`src/rtl/serial_addsub.sv`:
```
// Digit-serial adder/subtractor: consumes DIGIT bits per clock, LSD first,
// with valid/ready handshakes on both the operand and the result side.
module serial_addsub #(
  parameter int WIDTH = 16,
  parameter int DIGIT = 4
) (
  input  logic             clk,
  input  logic             rst_n,
  input  logic             in_valid,
  output logic             in_ready,
  input  logic [WIDTH-1:0] a,
  input  logic [WIDTH-1:0] b,
  input  logic             cin,
  input  logic             sub,
  output logic             out_valid,
  input  logic             out_ready,
  output logic [WIDTH-1:0] s,
  output logic             co,
  output logic             ovf
);

  localparam int N  = WIDTH / DIGIT;
  localparam int CW = (N > 1) ? $clog2(N) : 1;
  localparam logic [CW-1:0] LAST = CW'(N - 1);

  generate
    if (DIGIT < 1 || DIGIT > WIDTH || (WIDTH % DIGIT) != 0) begin : g_bad_params
      $error("serial_addsub: WIDTH must be a positive multiple of DIGIT");
    end
  endgenerate

  localparam logic [1:0] IDLE = 2'd0;
  localparam logic [1:0] RUN  = 2'd1;
  localparam logic [1:0] DONE = 2'd2;

  logic [1:0]       state;
  logic [WIDTH-1:0] a_sr;
  logic [WIDTH-1:0] b_sr;
  logic [WIDTH-1:0] res_sr;
  logic             carry;
  logic             sub_q;
  logic [CW-1:0]    cnt;

  logic             accept;
  logic [DIGIT:0]   dsum;
  logic             c_msb;
  logic [WIDTH-1:0] res_next;

  assign in_ready  = (state == IDLE) || ((state == DONE) && out_ready);
  assign out_valid = (state == DONE);
  assign accept    = in_valid && in_ready;

  assign dsum = {1'b0, a_sr[DIGIT-1:0]} + {1'b0, b_sr[DIGIT-1:0]} + (DIGIT+1)'(carry);
  // Carry into the top bit of the digit; only meaningful on the last digit.
  assign c_msb    = dsum[DIGIT-1] ^ a_sr[DIGIT-1] ^ b_sr[DIGIT-1];
  assign res_next = WIDTH'({dsum[DIGIT-1:0], res_sr} >> DIGIT);

  // NOTE: sequential state uses non-blocking assignments so every register
  // samples pre-edge values, independent of statement order.
  always_ff @(posedge clk or negedge rst_n) begin
    if (!rst_n) begin
      // NOTE: the datapath registers are reset too, so an aborted operation
      // leaves no partial state behind and the outputs read zero after reset.
      state  <= IDLE;
      a_sr   <= '0;
      b_sr   <= '0;
      res_sr <= '0;
      carry  <= 1'b0;
      sub_q  <= 1'b0;
      cnt    <= '0;
      s      <= '0;
      co     <= 1'b0;
      ovf    <= 1'b0;
    end else begin
      case (state)
        IDLE, DONE: begin
          if (accept) begin
            // Subtraction is a + ~b + ~cin, so one adder serves both modes.
            a_sr  <= a;
            b_sr  <= sub ? ~b : b;
            carry <= sub ? ~cin : cin;
            sub_q <= sub;
            cnt   <= '0;
            state <= RUN;
          end else if ((state == DONE) && out_ready) begin
            state <= IDLE;
          end
        end
        RUN: begin
          a_sr   <= a_sr >> DIGIT;
          b_sr   <= b_sr >> DIGIT;
          res_sr <= res_next;
          carry  <= dsum[DIGIT];
          cnt    <= cnt + CW'(1);
          if (cnt == LAST) begin
            s     <= res_next;
            co    <= sub_q ^ dsum[DIGIT];
            ovf   <= c_msb ^ dsum[DIGIT];
            state <= DONE;
          end
        end
        default: state <= IDLE;
      endcase
    end
  end

endmodule

```
`config.mk`:
```
export PLATFORM = sky130hd
export DESIGN_NAME = serial_addsub
export DESIGN_NICKNAME = d
export VERILOG_FILES = /design/src/rtl/serial_addsub.sv
export SDC_FILE = /design/constraint.sdc
export NUM_CORES = 1
export LEC_CHECK = 0
export CAP_MARGIN = 10
export CORE_MARGIN = 3
export CORE_UTILIZATION = 35
export CTS_BUF_LIST = sky130_fd_sc_hd__clkbuf_4 sky130_fd_sc_hd__clkbuf_8
export DETAILED_ROUTE_END_ITERATION = 10
export PLACE_DENSITY = 0.6
export SKIP_LAST_GASP = 1
export SYNTH_ARGS = -nofsm -noshare
export SYNTH_HDL_FRONTEND = slang
export SYNTH_SLANG_ARGS = --single-unit
```
`constraint.sdc`:
```
create_clock -name clk -period 2.32 [get_ports clk]
set_clock_uncertainty 0.15 [all_clocks]
set_input_delay 0.464 -clock clk [delete_from_list [all_inputs] [get_ports clk]]
set_output_delay 0.464 -clock clk [all_outputs]
set_load 0.03 [all_outputs]
```
# [After elaboration in Yosys (flattened, before gate mapping)]
# Index checks and enable logic that the tools add are counted.
[classes] n_addsub=3 multipliers=0 div=0 n_lt_le_gt_ge=0 eq_ne=6 n_shift=0 mux=14 n_bitwise=6 reduce_logical=10
[op_table] cell="16-bit case mux with 2 select lines" count=2
[op_table] cell="16-bit 2-to-1 mux" count=3
[op_table] cell="16-bit NOT" count=1
[op_table] cell="2-bit 2-to-1 mux" count=4
[op_table] cell="2-bit case mux with 2 select lines" count=2
[op_table] cell="2-bit AND reduction" count=4
[op_table] cell="4-bit by 4-bit adder with 5-bit output" count=1
[op_table] cell="5-bit by 1-bit adder with 5-bit output" count=1
[op_table] cell="2-bit equality test, second input constant" count=2
[op_table] cell="2-bit != test, second input constant" count=2
[op_table] cell="1-bit XOR" count=4
[op_table] cell="3-bit != test, second input constant" count=1
[op_table] cell="2-bit by 1-bit adder with 2-bit output, second input constant" count=1
[op_table] cell="2-bit by 1-bit equality test with 1-bit output, second input constant" count=1
[op_table] cell="1-bit logical AND" count=2
[op_table] cell="2-bit zero test" count=1
[op_table] cell="1-bit 2-to-1 mux" count=2
[op_table] cell="1-bit case mux with 2 select lines" count=1
[op_table] cell="2-bit nonzero test" count=1
[op_table] cell="2-bit OR reduction" count=1
[op_table] cell="1-bit logical OR" count=1
[op_table] cell="1-bit NOT" count=1
[totals] register_bits=72 latchBits=0 mem_bits_rw=0 mem_bits_ro=0 input_bits=38 output_inout_bits=20 word_cells=49 n_memories=0

# [Longest topological paths before layout]
[depth] ltp_word=6 mapped_depth=6 depth_no_buf=6

# [Worst setup path before layout]
# OpenSTA, ideal clock, no wires.
[synth_timing] path_kind="reg2reg" startpoint="register a_sr[0]" endpoint="register ovf" setup_ps=123 arrival_time_ps=2021 required_ps=2047 path_slack_ps=26 path_stages_with_launch=7 n_path_buf=0 period_less_slack_ps=2294 cell_sequence="dfrtp_1 fa_1 fa_1 a21o_1 a211oi_1 o211a_1 o31ai_2"
[synth_via] elab_chain_len=5
[synth_lines] item="start: declaration" line_no="37" rtl="logic [WIDTH-1:0] a_sr;"
[synth_lines] item="start signal: assignment" line_no="90" rtl="a_sr <= a_sr >> DIGIT;"
[synth_lines] item="4-bit by 4-bit adder with 5-bit output *" line_no="53" rtl="assign dsum = {1'b0, a_sr[DIGIT-1:0]} + {1'b0, b_sr[DIGIT-1:0]} + (DIGIT+1)'(carry);"
[synth_lines] item="5-bit by 1-bit adder with 5-bit output *" line_no="53"
[synth_lines] item="1-bit XOR (2 in series)" line_no="55" rtl="assign c_msb = dsum[DIGIT-1] ^ a_sr[DIGIT-1] ^ b_sr[DIGIT-1];"
[synth_lines] item="1-bit XOR *" line_no="98" rtl="ovf <= c_msb ^ dsum[DIGIT];"
[synth_lines] item="end signal: assignment" line_no="98"
[synth_lines] item="end: declaration" line_no="19" rtl="output logic ovf"
# Mark *: on every way between the ends. The rest lies on a longest branch, timed or not.
# A chain may end at the register's enable or synchronous reset.

# [Worst setup path after layout]
# Ends and elaborated chain as after synthesis.

==> flow_metrics.tcl <==
set metrics [dict create \
    final_max_slew_viol_count 0 \
    timing.fmax_ghz 0.4512 \
    synth_nets 351 \
    finish.utilization 0.4695 \
    fin_area_um2 4154 \
    cts_made_buffers 9 \
    rsz0062_at_grt "false" \
    cap_violations 0 \
    critical_path_class "flip-flop to flip-flop" \
    port_buffers 57 \
    antenna_found_initial 0 \
    grt_util_all_layers 0.1329 \
    h-tree-depth 3 \
    first_global_vias 2338 \
    hold_ws_ps 328.4 \
    drive_above_1_share 0.1405 \
    clk_pin_slew_worst_paths_ps 70 \
    irDropWorstVdd_v 0.0006580 \
    hold_end "res_sr[6]" \
    cts_buffer_depth 2 \
    hold_depth 2 \
    die_h_um 102.1 \
    ant_nets 0 \
    power_density_nw_per_um2 1463 \
    start_util 0.3651 \
    final_nets 409 \
    r2r-start "a_sr[0]" \
    wire_per_inst_um 13.65 \
    fin_cells 478 \
    syn_to_final_growth_pct 28.58 \
    busiest_layer "met2" \
    avgSynthCellArea_um2 10.52 \
    place_ws_ps -49.74 \
    status "complete, no violations" \
    crit_arrival_ps 2310 \
    startpoint "a_sr[0]" \
    synth_area_leaders "dfrtp_1 (53%), nand2_1 (10%), mux2_4 (5.1%)" \
    cts_root_buf "clkbuf_8" \
    nFillCells 869 \
    die_x_um 102.1 \
    reg2reg_slack_ps 100 \
    synth.top_cell.area_share 0.5267 \
    yosysWarningCount 0 \
    vias 2301 \
    grt_pass1_wl_mm 10.94 \
    rr_endpoint "ovf" \
    placed_area_um2 3896 \
    cts_tree "built" \
    groute.layer.met3.usage 0.04027 \
    yosysTopAreaCell "dfrtp_1" \
    via_per_inst 4.814 \
    hold_class "flip-flop to flip-flop" \
    synthCells 307 \
    worst_slack_ps 103.9 \
    yosysSeqAreaShare 0.5267 \
    drt_first_iter_violations 106 \
    tns_ps 0 \
    ff2ff_path_depth 7 \
    hold_viol 0 \
    hpwlAfterDp_mm 4.505 \
    firstDrtPassIters 4 \
    fin_crit_sh 0.9552 \
    slew_headroom 0.6170 \
    p_leak_nw 1.898 \
    clock_latency_ps 340 \
    drc_errors 0 \
    n_antenna_cell 0 \
    worstHoldStart "res_sr[6]" \
    setup_viol 0 \
    synth-seq-cells 68 \
    endpoint_kind "flip-flop" \
    gp_congestion 0.8166 \
    ys_types 34 \
    core_um2 8848 \
    core.rowCount 34 \
    dpl.cell_count 461 \
    grtUsageMet1 0.1684 \
    p_total_mw 6.078 \
    min_period_ps 2216 \
    crit_fanout 2 \
    grt_util_met2 0.2164 \
    cts.sinks 68 \
    worst_setup_path_start_kind "flip-flop" \
    grt_overflow 0 \
    required_ps 2420 \
    tightest_slew_ps 574.5 \
    die-area_um2 10420 \
    synth_area_um2 3231 \
    grt_max_degree 47 \
    wl_mm 6.526 \
    io_pins 58 \
]
==> layout by cell type, fill, tap and decap left out, types with 6 or more instances in the layout <==
| cell type | Yosys | routed |
|---|---|---|
| clkdlybuf4s50_1 | 0 | 55 |
| a21oi_1 | 7 | 7 |
| nor2_1 | 18 | 18 |
| mux2i_1 | 14 | 14 |
| dfrtp_1 | 68 | 68 |
| o21ai_0 | 19 | 19 |
| clkbuf_8 | 0 | 12 |
| a211oi_2 | 5 | 6 |
| a31oi_1 | 12 | 12 |
| mux2_4 | 11 | 11 |
| nand2_1 | 86 | 86 |
| xnor2_1 | 6 | 6 |
| xor2_1 | 14 | 14 |
| buf_4 | 5 | 7 |
==> synthesized netlist by cell type <==
cell type and number:
buf_1 1, xor2_1 14, inv_2 1, o21ai_0 19, a211oi_1 1, mux2i_1 14, and3_4 1, o31ai_2 1
buf_4 5, a21oi_1 7, fa_1 2, dfrtp_1 68, o21a_1 1, ha_1 4, buf_2 4, a21boi_0 1
o211a_1 2, inv_1 1, nand2_1 86, buf_6 3, clkbuf_1 6, xnor2_1 6, mux2_4 11, mux2_2 3
nor2_1 18, a21o_1 2, a31oi_1 12, and2b_1 1, nand2_4 1, a211oi_2 5, or3_4 1, o211ai_1 1
o31ai_1 1, nand3_1 3
==> per-layer routing <==
layer	part of all wire	routed length, µm	up-vias
li1	-	-	1143
met1	0.48	3106	1104
met2	0.47	3067	46
met3	0.039	257	8
met4	0.015	95	0
met5	0	0	-
==> flip-flops by register name, summed over array words and instances (netlist names) <==
register,flops
a_sr,16
b_sr,16
carry,1
cnt,2
co,1
ovf,1
res_sr,12
s,16
state,2
sub_q,1
==> worst max-delay path by stage <==
| stage | to | slack (ps) | depth (start not counted) |
|---|---|---|---|
| after global routing | ovf | 30 | 7 |
| after CTS | ovf | 20 | 6 |
| after global placement | ovf | -0.2 | 6 |
| after detailed placement | ovf | -50 | 6 |
| after floorplan | ovf | 30 | 6 |
| final | ovf | 100 | 7 |
==> kinds of logic after synthesis <==
kind of cell | share of synthesized area
fa+ha+maj | 0.02789
compound gates | 0.1092
flops | 0.5267
buf+inv | 0.03873
mux | 0.1050
xor+xnor | 0.05422
simple gates | 0.1383
==> power breakdown <==
part           leakage [nW]  switching (mW)  internal (mW)
sequential            0.851           0.338           1.74
clock                 0.119           0.429          0.706
combinational         0.928            1.60           1.26
total                  1.90            2.37           3.71
==> critical path: stages, from the launching register on <==
cell and delay [ps]:
dfrtp_1 400, fa_2 410, fa_1 390, buf_4 160, nand3_1 80, a21boi_0 130, o211a_1 240, o31ai_2 160
==> layout make-up <==
| cell class | instances | area (µm²) | area share |
|---|---|---|---|
| Clock inverter | 3 | 67.56 | 0.01627 |
| Clock buffer | 13 | 172.7 | 0.04157 |
| Sequential cell | 68 | 1702 | 0.4096 |
| Timing Repair Buffer | 66 | 658.1 | 0.1584 |
| Tap cell | 108 | 135.1 | 0.03253 |
| Multi-Input combinational cell | 218 | 1411 | 0.3398 |
| Inverter | 2 | 7.507 | 0.001807 |
==> timing repair <==
item / CTS / global route
resized for setup: 1 / 1
pin swaps: 0 / 1
setup buffers: 0 / 0
setup endpoints to repair: 1 / 2
hold endpoints to repair: 22 / 0
hold buffers: 1 / 0
Note: power is estimated with default switching activity, not from simulation.
==> edit, RTL diff (same flow settings) <==
`DIGIT`: 4 -> 2.
--- a/src/rtl/serial_addsub.sv
+++ b/src/rtl/serial_addsub.sv
@@ -4,3 +4,3 @@
   parameter int WIDTH = 16,
-  parameter int DIGIT = 4
+  parameter int DIGIT = 2
 ) (
Behaviour: not the same (Yosys sat finds a counterexample within 10 cycles, from zero or initial values and one cycle with rst_n low).
==> edit against the original RTL <==
Clock power is 9.6% higher. Synthesized area grew 3.2%. Sequential cell count increased by 3. Final area rose by 3.5%. Utilization up 0.96 points. Setup slack gained 0.12 ns. Power is 5.2% lower. Routed wire length increased by 8.6%. Fmax increased by 5.5%. Via count grew 8.0%. Cell count rose by 6.1%. Critical path type is now reg2out. Highest routed layer unchanged.
==> edit: results <==
metrics = {
    "detailed_routing": {
        "met2RoutedLength_um": 3392,
        "detailedRoute.firstIterationViolations": 107,
        "routed_wirelength_um": 7086,
        "route.layer.met1.wl_um": 3244,
    },
    "critical_path": {
        "ff2ff_setup_slack_ns": 0.27,
        "timing.reg2reg.worst_path_depth": 6,
        "startpoint": "state[0]$_DFFE_PN0P_",
        "timing.critical_path.slowest_cell_delay_ns": 0.47,
        "crit_arrival_ns": 1.49,
        "timing.critical_path.slowest_stage_cell": "sky130_fd_sc_hd__dfrtp_1",
        "critical_path.endpoint": "out_valid",
        "crit_path_max_fanout": 7,
        "cpLargestDelayFamily": "buffers and inverters",
    },
    "placement": {
        "detailed_place_hpwl_um": 4787,
        "placed_area_mm2": 0.004040,
        "gp_congestion": 0.7359,
    },
    "min_path": {
        "min_to": "co$_DFFE_PN0P_",
        "hp-start": "co$_DFFE_PN0P_",
    },
    "sta": {
        "layout_setup_ws_ns": 0.2195,
        "fin_worst_hold_slack_ns": 0.3298,
        "timing.max_slew.rel_slack_pct": 57.39,
    },
    "synth": {
        "synth_sequential_area_ratio_pct": 53.28,
        "synthTopCellsByArea": "sky130_fd_sc_hd__dfrtp_1 (53%), sky130_fd_sc_hd__nand2_1 (9.7%), sky130_fd_sc_hd__o211ai_1 (8.6%), sky130_fd_sc_hd__mux2_2 (5.1%), sky130_fd_sc_hd__xnor2_1 (4.7%)",
        "netlist_top_cells_count": "sky130_fd_sc_hd__nand2_1 (86), sky130_fd_sc_hd__dfrtp_1 (71), sky130_fd_sc_hd__o211ai_1 (38)",
        "post_synth_num_cell_types": 27,
        "synthCells": 320,
        "mappedNetlistNets": 362,
    },
    "finish": {
        "fillers": 860,
        "layout.nets": 418,
        "final_layout_size_suffix_gt1_share_pct": 14.44,
    },
    "power_and_ir_drop": {
        "peakVddDrop_v": 0.0004805,
        "leakagePower_nw": 1.835,
    },
    "run_status": {
        "outcome": "complete, no violations",
    },
    "grt": {
        "grt_max_degree": 39,
        "track_usage_pct": 13.60,
        "first_global_vias": 2401,
    },
}
## edit: logic make-up after synthesis
kind of cell,count (synthesis),share of synthesized area (%)
AOI/OAI and AO/OA,62,13.77
muxes,15,5.066
xor gates and xnor gates,21,5.516
and+or+nand+nor,115,14.56
buffers and inverters,32,5.854
DFF,71,53.28
adders and majority gates,4,1.951
## edit: worst reg2reg max path: stages (launching register included)
cell and delay [ns]:
sky130_fd_sc_hd__dfrtp_1 0.33, sky130_fd_sc_hd__inv_1 0.08, sky130_fd_sc_hd__fa_1 0.44, sky130_fd_sc_hd__fa_1 0.56, sky130_fd_sc_hd__xnor2_1 0.15, sky130_fd_sc_hd__xnor2_1 0.13, sky130_fd_sc_hd__o21ai_0 0.10
## edit: cell type report
type / instances / area, um^2 / share of cell area, %
Sequential cell: 71 / 1777 / 41.32
Multi-Input combinational cell: 217 / 1373 / 31.92
Timing Repair Buffer: 71 / 719.4 / 16.73
Tap cell: 126 / 157.7 / 3.666
Clock inverter: 7 / 127.6 / 2.968
Clock buffer: 9 / 123.9 / 2.880
Inverter: 6 / 22.52 / 0.5237
## edit: report_power, final
part	total [W]	internal [W]	leakage, nW	switching [W]
logic	0.00241	0.00107	0.804	0.00134
clock network	0.00125	0.000731	0.126	0.000516
registers	0.00210	0.00178	0.905	0.000318
## edit: routing by layer
layer / global-route usage, % / up-vias
met1: 18.38 / 1213
met5: 0 / -
met3: 4.229 / 4
met2: 21.36 / 67
met4: 3.419 / 0
li1: - / 1202
## edit: repair_timing
item	in CTS	in global routing
resized for setup	1	0
hold endpoints to repair	25	0
setup endpoints to repair	1	0
hold buffers	1	0
